File: src/rtl/rv_muldiv_unit.sv
// rtl/rv_muldiv_unit.sv - iterative RV M-extension multiply/divide engine
// Radix-2 shift-add multiply and restoring divide, one bit per cycle.
module rv_muldiv_unit #(
   parameter int XLEN = 32
) (
   input  logic            clk_in,
   input  logic            rst_in,
   input  logic            start,
   input  logic            kill,
   input  logic [2:0]      funct3,
   input  logic [XLEN-1:0] op_a,
   input  logic [XLEN-1:0] op_b,
   output logic            busy,
   output logic            done,
   output logic [XLEN-1:0] result
);
   localparam int CNT_W = $clog2(XLEN);

   typedef enum logic [1:0] {S_IDLE, S_CALC, S_FIX, S_DONE} state_t;

   state_t              state_q, state_d;
   logic [2:0]          fn_q, fn_d;
   logic [XLEN-1:0]     a_q, a_d;
   logic [XLEN-1:0]     b_q, b_d;
   logic                sa_q, sa_d;
   logic                sb_q, sb_d;
   logic [2*XLEN-1:0]   acc_q, acc_d;
   logic [CNT_W-1:0]    cnt_q, cnt_d;
   logic [XLEN-1:0]     result_q, result_d;

   logic                is_div, a_signed, b_signed, a_sgn, b_sgn;
   logic                div_zero, div_ovf;
   logic [XLEN-1:0]     a_mag, b_mag;
   logic [XLEN:0]       mul_sum, div_diff;
   logic [2*XLEN-1:0]   prod;
   logic [XLEN-1:0]     quot, rem;

   // Operand signedness decoded from funct3 at launch; unsigned ops keep sign=0.
   assign is_div   = funct3[2];
   assign a_signed = is_div ? ~funct3[0] : (funct3[1:0] != 2'b11);
   assign b_signed = is_div ? ~funct3[0] : ~funct3[1];
   assign a_sgn    = a_signed & op_a[XLEN-1];
   assign b_sgn    = b_signed & op_b[XLEN-1];
   assign a_mag    = a_sgn ? -op_a : op_a;
   assign b_mag    = b_sgn ? -op_b : op_b;
   assign div_zero = (op_b == '0);
   assign div_ovf  = ~funct3[0] && (op_a == {1'b1, {(XLEN-1){1'b0}}}) && (&op_b);

   assign mul_sum  = {1'b0, acc_q[2*XLEN-1:XLEN]} + {1'b0, a_q};
   assign div_diff = acc_q[2*XLEN-1:XLEN-1] - {1'b0, b_q};
   assign prod     = (sa_q ^ sb_q) ? -acc_q : acc_q;
   assign quot     = (sa_q ^ sb_q) ? -acc_q[XLEN-1:0] : acc_q[XLEN-1:0];
   assign rem      = sa_q ? -acc_q[2*XLEN-1:XLEN] : acc_q[2*XLEN-1:XLEN];

   always_comb begin
      state_d  = state_q;
      fn_d     = fn_q;
      a_d      = a_q;
      b_d      = b_q;
      sa_d     = sa_q;
      sb_d     = sb_q;
      acc_d    = acc_q;
      cnt_d    = cnt_q;
      result_d = result_q;
      case (state_q)
         S_IDLE, S_DONE: begin
            state_d = S_IDLE;
            if (start) begin
               fn_d  = funct3;
               a_d   = a_mag;
               b_d   = b_mag;
               sa_d  = a_sgn;
               sb_d  = b_sgn;
               acc_d = is_div ? {{XLEN{1'b0}}, a_mag} : {{XLEN{1'b0}}, b_mag};
               cnt_d = CNT_W'(XLEN - 1);
               if (is_div && div_zero) begin
                  result_d = funct3[1] ? op_a : '1;
                  state_d  = S_DONE;
               end else if (is_div && div_ovf) begin
                  result_d = funct3[1] ? '0 : op_a;
                  state_d  = S_DONE;
               end else begin
                  state_d = S_CALC;
               end
            end
         end
         S_CALC: begin
            if (kill) begin
               state_d = S_IDLE;
            end else begin
               if (fn_q[2]) begin
                  // Restoring step: the shifted remainder can need XLEN+1 bits.
                  if (!div_diff[XLEN])
                     acc_d = {div_diff[XLEN-1:0], acc_q[XLEN-2:0], 1'b1};
                  else
                     acc_d = {acc_q[2*XLEN-2:0], 1'b0};
               end else if (acc_q[0]) begin
                  acc_d = {mul_sum, acc_q[XLEN-1:1]};
               end else begin
                  acc_d = {1'b0, acc_q[2*XLEN-1:1]};
               end
               if (cnt_q == '0)
                  state_d = S_FIX;
               else
                  cnt_d = cnt_q - 1'b1;
            end
         end
         S_FIX: begin
            if (kill) begin
               state_d = S_IDLE;
            end else begin
               if (fn_q[2])
                  result_d = fn_q[1] ? rem : quot;
               else
                  result_d = (fn_q[1:0] == 2'b00) ? prod[XLEN-1:0] : prod[2*XLEN-1:XLEN];
               state_d = S_DONE;
            end
         end
         default: state_d = S_IDLE;
      endcase
   end

   always_ff @(posedge clk_in or negedge rst_in) begin
      if (!rst_in) begin
         state_q  <= S_IDLE;
         fn_q     <= '0;
         a_q      <= '0;
         b_q      <= '0;
         sa_q     <= 1'b0;
         sb_q     <= 1'b0;
         acc_q    <= '0;
         cnt_q    <= '0;
         result_q <= '0;
      end else begin
         state_q  <= state_d;
         fn_q     <= fn_d;
         a_q      <= a_d;
         b_q      <= b_d;
         sa_q     <= sa_d;
         sb_q     <= sb_d;
         acc_q    <= acc_d;
         cnt_q    <= cnt_d;
         result_q <= result_d;
      end
   end

   assign busy   = (state_q == S_CALC) || (state_q == S_FIX);
   assign done   = (state_q == S_DONE);
   assign result = result_q;

endmodule
File: config.mk
export PLATFORM = sky130hd
export DESIGN_NAME = rv_muldiv_unit
export DESIGN_NICKNAME = d
export VERILOG_FILES = /design/src/rtl/rv_muldiv_unit.sv
export SDC_FILE = /design/constraint.sdc
export NUM_CORES = 1
export LEC_CHECK = 0
export BUFFER_PORTS_ARGS = -buffer_cell sky130_fd_sc_hd__buf_4
export CORE_MARGIN = 4
export CORE_UTILIZATION = 50
export CTS_CLUSTER_DIAMETER = 120
export CTS_CLUSTER_SIZE = 40
export DETAILED_ROUTE_END_ITERATION = 8
export PLACE_DENSITY_LB_ADDON = 0.25
export SLEW_MARGIN = 25
export SYNTH_ARGS = -nofsm -noshare
export SYNTH_HDL_FRONTEND = slang
export SYNTH_SLANG_ARGS = --single-unit
File: constraint.sdc
create_clock -name clk_in -period 4.4 [get_ports clk_in]
set_input_delay 0 -clock clk_in [delete_from_list [all_inputs] [get_ports clk_in]]
set_output_delay 0 -clock clk_in [all_outputs]
set_load 0.05 [all_outputs]
==> run_results.csv <==
group,metric,value,unit
timing,relSlewSlack,0.332,
timing,rsz0062_at_grt,"false",
global_routing,overflow,0,
power,clockPowerShare,0.092,
clock_tree,root_buffer,"clkbuf_16",
finish,area_delta_synth_final,13.6,%
clock_tree,htreeDepth,4,
critical_path,cpPeakStageDelay,0.91,ns
critical_path,rr_worst_depth,9,
drt,firstDrtPassIters,7,
timing,fin_crit_sh,0.949,
drt,vias_per_cell,6.56,
global_routing,antenna_found_initial,0,
finish,multi_input_area,11400,sq um
floorplanning,fp.dieH,190,um
critical_path,worst_ep_required_time,4.73,ns
critical_path,crit_chain,"or3_1 > or4_1 > nor4_1 > buf_4 > nand4_1 > o21ai_0 > o21ai_0 > a221oi_1 > o31ai_1",
timing,worst_pin_slew,0.993,ns
critical_path,slowest_stage,"nor4_1",
finish,drive_gt1_frac,0.105,
drt,detail_route.wl_per_cell,24.8,um
clock_tree,clock-sinks,172,
yosys,syn_area,16600,sq um
floorplanning,die_w,190,um
floorplanning,core,32600,sq um
floorplanning,start_util,0.508,
timing,setup_viol,0,
yosys,synthFlopType,"dfrtp_1",
power,power_density,898,nW/um^2
yosys,syn-num-nets,2355,
global_routing,grt_max_degree,133,
yosys,synth_cell_types,73,
critical_path,critical_path_arrival,4.51,ns
critical_path,path_class,"register to register",
clock_tree,cts_tree,"built",
finish,fin_cells,2728,
finish,utilization,0.577,
global_routing,grt_pass1_vias,17000,
yosys,ys_seq_area_frac,0.260,
power,p_int,7420,uW
global_routing,grt_use_total,0.368,
power,peakVddDrop,1250,uV
floorplanning,rows,66,
yosys,synth_edf_count,0,
timing,finalHoldViolations,0,
timing,fmax,239,MHz
floorplanning,die-area,36100,sq um
floorplanning,io_pins,105,
placed_design,dpl.hpwl,51.3,mm
finish,regArea,4310,sq um
drt,drtIter0Drc,2084,
clock_tree,clock_latency,0.47,ns
timing,setup_tns,0,ns
yosys,netlist_top_cells_area,"dfrtp_1 (26%), nand2_1 (7.1%), o21ai_0 (6.3%)",
drt,drtAntennaViolNets,0,
clock_tree,cts_made_buffers,17,
clock_tree,clockBufferDepth,2,
power,p_comb_frac,0.716,
yosys,synthCells,2208,
yosys,syn_avg_cell_area,7.50,sq um
timing,clock-skew-final,0.0134,ns
critical_path,start_kind,"register",
critical_path,worstSetupEndpointType,"register",
placed_design,dp_cells,2655,
yosys,synth-seq-cells,172,
job,drv_cap,0,
worst_hold_path,hold_class,"input pin to register",
power,leakage,0.00791,uW
placed_design,io_buffers,104,
power,seqPwrFrac,0.192,
worst_hold_path,min_path_cells,3,
power,p_switching,9480,uW
yosys,synth_top_area_frac,0.260,
drt,via_count,17900,
yosys,yosys.cell_count.top_type,"nand2_1",
timing,fin_crit,4.18,ns
finish,fillerInstances,3096,
clock_tree,cts_setup_buffers,0,
yosys,yosysWarnings,0,
yosys,synth_common_cells,"nand2_1 (312), o21ai_0 (209), a21oi_1 (193)",
critical_path,crit_fanout,7,
timing,hold_ws,0.00402,ns
status,outcome,"complete, no violations",
critical_path,timing.critical_path.mode_cell,"o21ai_0",
clock_tree,path_clk_slew,0.07,ns
finish,nets,2419,
yosys,synth_top_area_cell,"dfrtp_1",
power,switching_share,0.561,
drt,drc,0,
placed_design,gp_congestion,1.02,
global_routing,grt_pass1_wl,102,mm
timing,slew_violations,0,
drt,routed_wl,67.6,mm
yosys,synthArstFlopShare,1.00,
-- power by group through the flow --
stage               clock network, uW  registers, uW  logic [uW]
detailed placement                  0           3240       11700
global placement                    0           3220       11700
CTS                              1550           3210       11800
floorplan                           0           3140        8140
global route                     1620           3320       13100
finish                           1550           3240       12100
-- cell usage in the layout (no fill, tap or decap), drive strengths merged, types with 16 or more instances in the layout --
master,netlist,layout
dfrtp,172,172
a21oi,193,193
xnor2,100,100
dlygate4sd3,0,40
a31oi,35,35
a211oi,27,27
nor3,41,41
a32o,19,19
nand3,40,40
nor4,24,24
nand4,34,34
mux2i,61,61
buf,15,171
mux2,16,16
ha,74,74
o31ai,30,30
a21o,26,26
or3,18,18
clkbuf,151,18
nand2b,25,25
xor2,99,99
nand2,312,312
o21ai,211,211
inv,71,76
maj3,24,24
nor2,174,174
o211ai,39,39
-- state kept, by name (all words and copies together), names as in the netlist --
register and flops:
state_q 2, b_q 32, result 32, cnt_q 5
sb_q 1, sa_q 1, a_q 32, acc_q 64
fn_q 3
-- per-stage QoR --
stage	cell area [sq um]	power [uW]	setup WS, ns
after floorplan	16600	11300	0.919
final	18800	16900	0.223
after global placement	17800	14900	0.414
after global routing	18800	18000	0.106
after detailed placement	17800	15000	0.377
after CTS	18800	16600	0.351
-- worst max-delay path: cells and delay by family, from the launching register on --
kind / cells / cell delay [ns]
AOI/OAI and AO/OA: 4 / 1.04
buffers and inverters: 1 / 0.26
and+or+nand+nor: 4 / 2.28
DFF: 1 / 0.45
-- worst paths after layout --
path	start	end	slack [ns]
worst max register to register	acc_q[10]	result[25]	0.22
max in group asynchronous	rst_in	fn_q[2]	3.15
worst min register to register	result[15]	result[15]	0.48
worst min-delay path	op_b[31]	b_q[31]	0.004
min in group asynchronous	rst_in	acc_q[58]	0.10
worst max-delay path	acc_q[10]	result[25]	0.22
-- per-layer routing --
layer,share of wire,up-vias,global-route usage
met3,0.10,189,0.0771
li1,-,8076,-
met5,0,-,0
met2,0.43,1086,0.554
met4,0.047,0,0.156
met1,0.42,8553,0.512
-- layout make-up --
class,count,area share
Antenna cell,1,0.000133
Multi-Input combinational cell,1796,0.605
Clock inverter,14,0.00738
Timing Repair Buffer,211,0.0913
Tap cell,442,0.0294
Sequential cell,172,0.229
Inverter,74,0.0148
Clock buffer,18,0.0228
-- repair_timing --
item	CTS	global route
resized for setup	0	0
endpoints found under the setup margin	0	0
hold buffers	40	0
endpoints found under the hold margin	107	0
-- cells by family (layout without fill, tap and decap cells) --
family	after synthesis	count (layout)	synth area share
AOI/OAI and AO/OA	695	695	0.262
DFF	172	172	0.260
muxes	77	77	0.0478
other	0	1	0
buffers and inverters	240	317	0.0552
adders and majority gates	100	100	0.0728
and+or+nand+nor	725	725	0.197
xor gates and xnor gates	199	199	0.105
No activity file was read; power rests on OpenSTA's default activity.
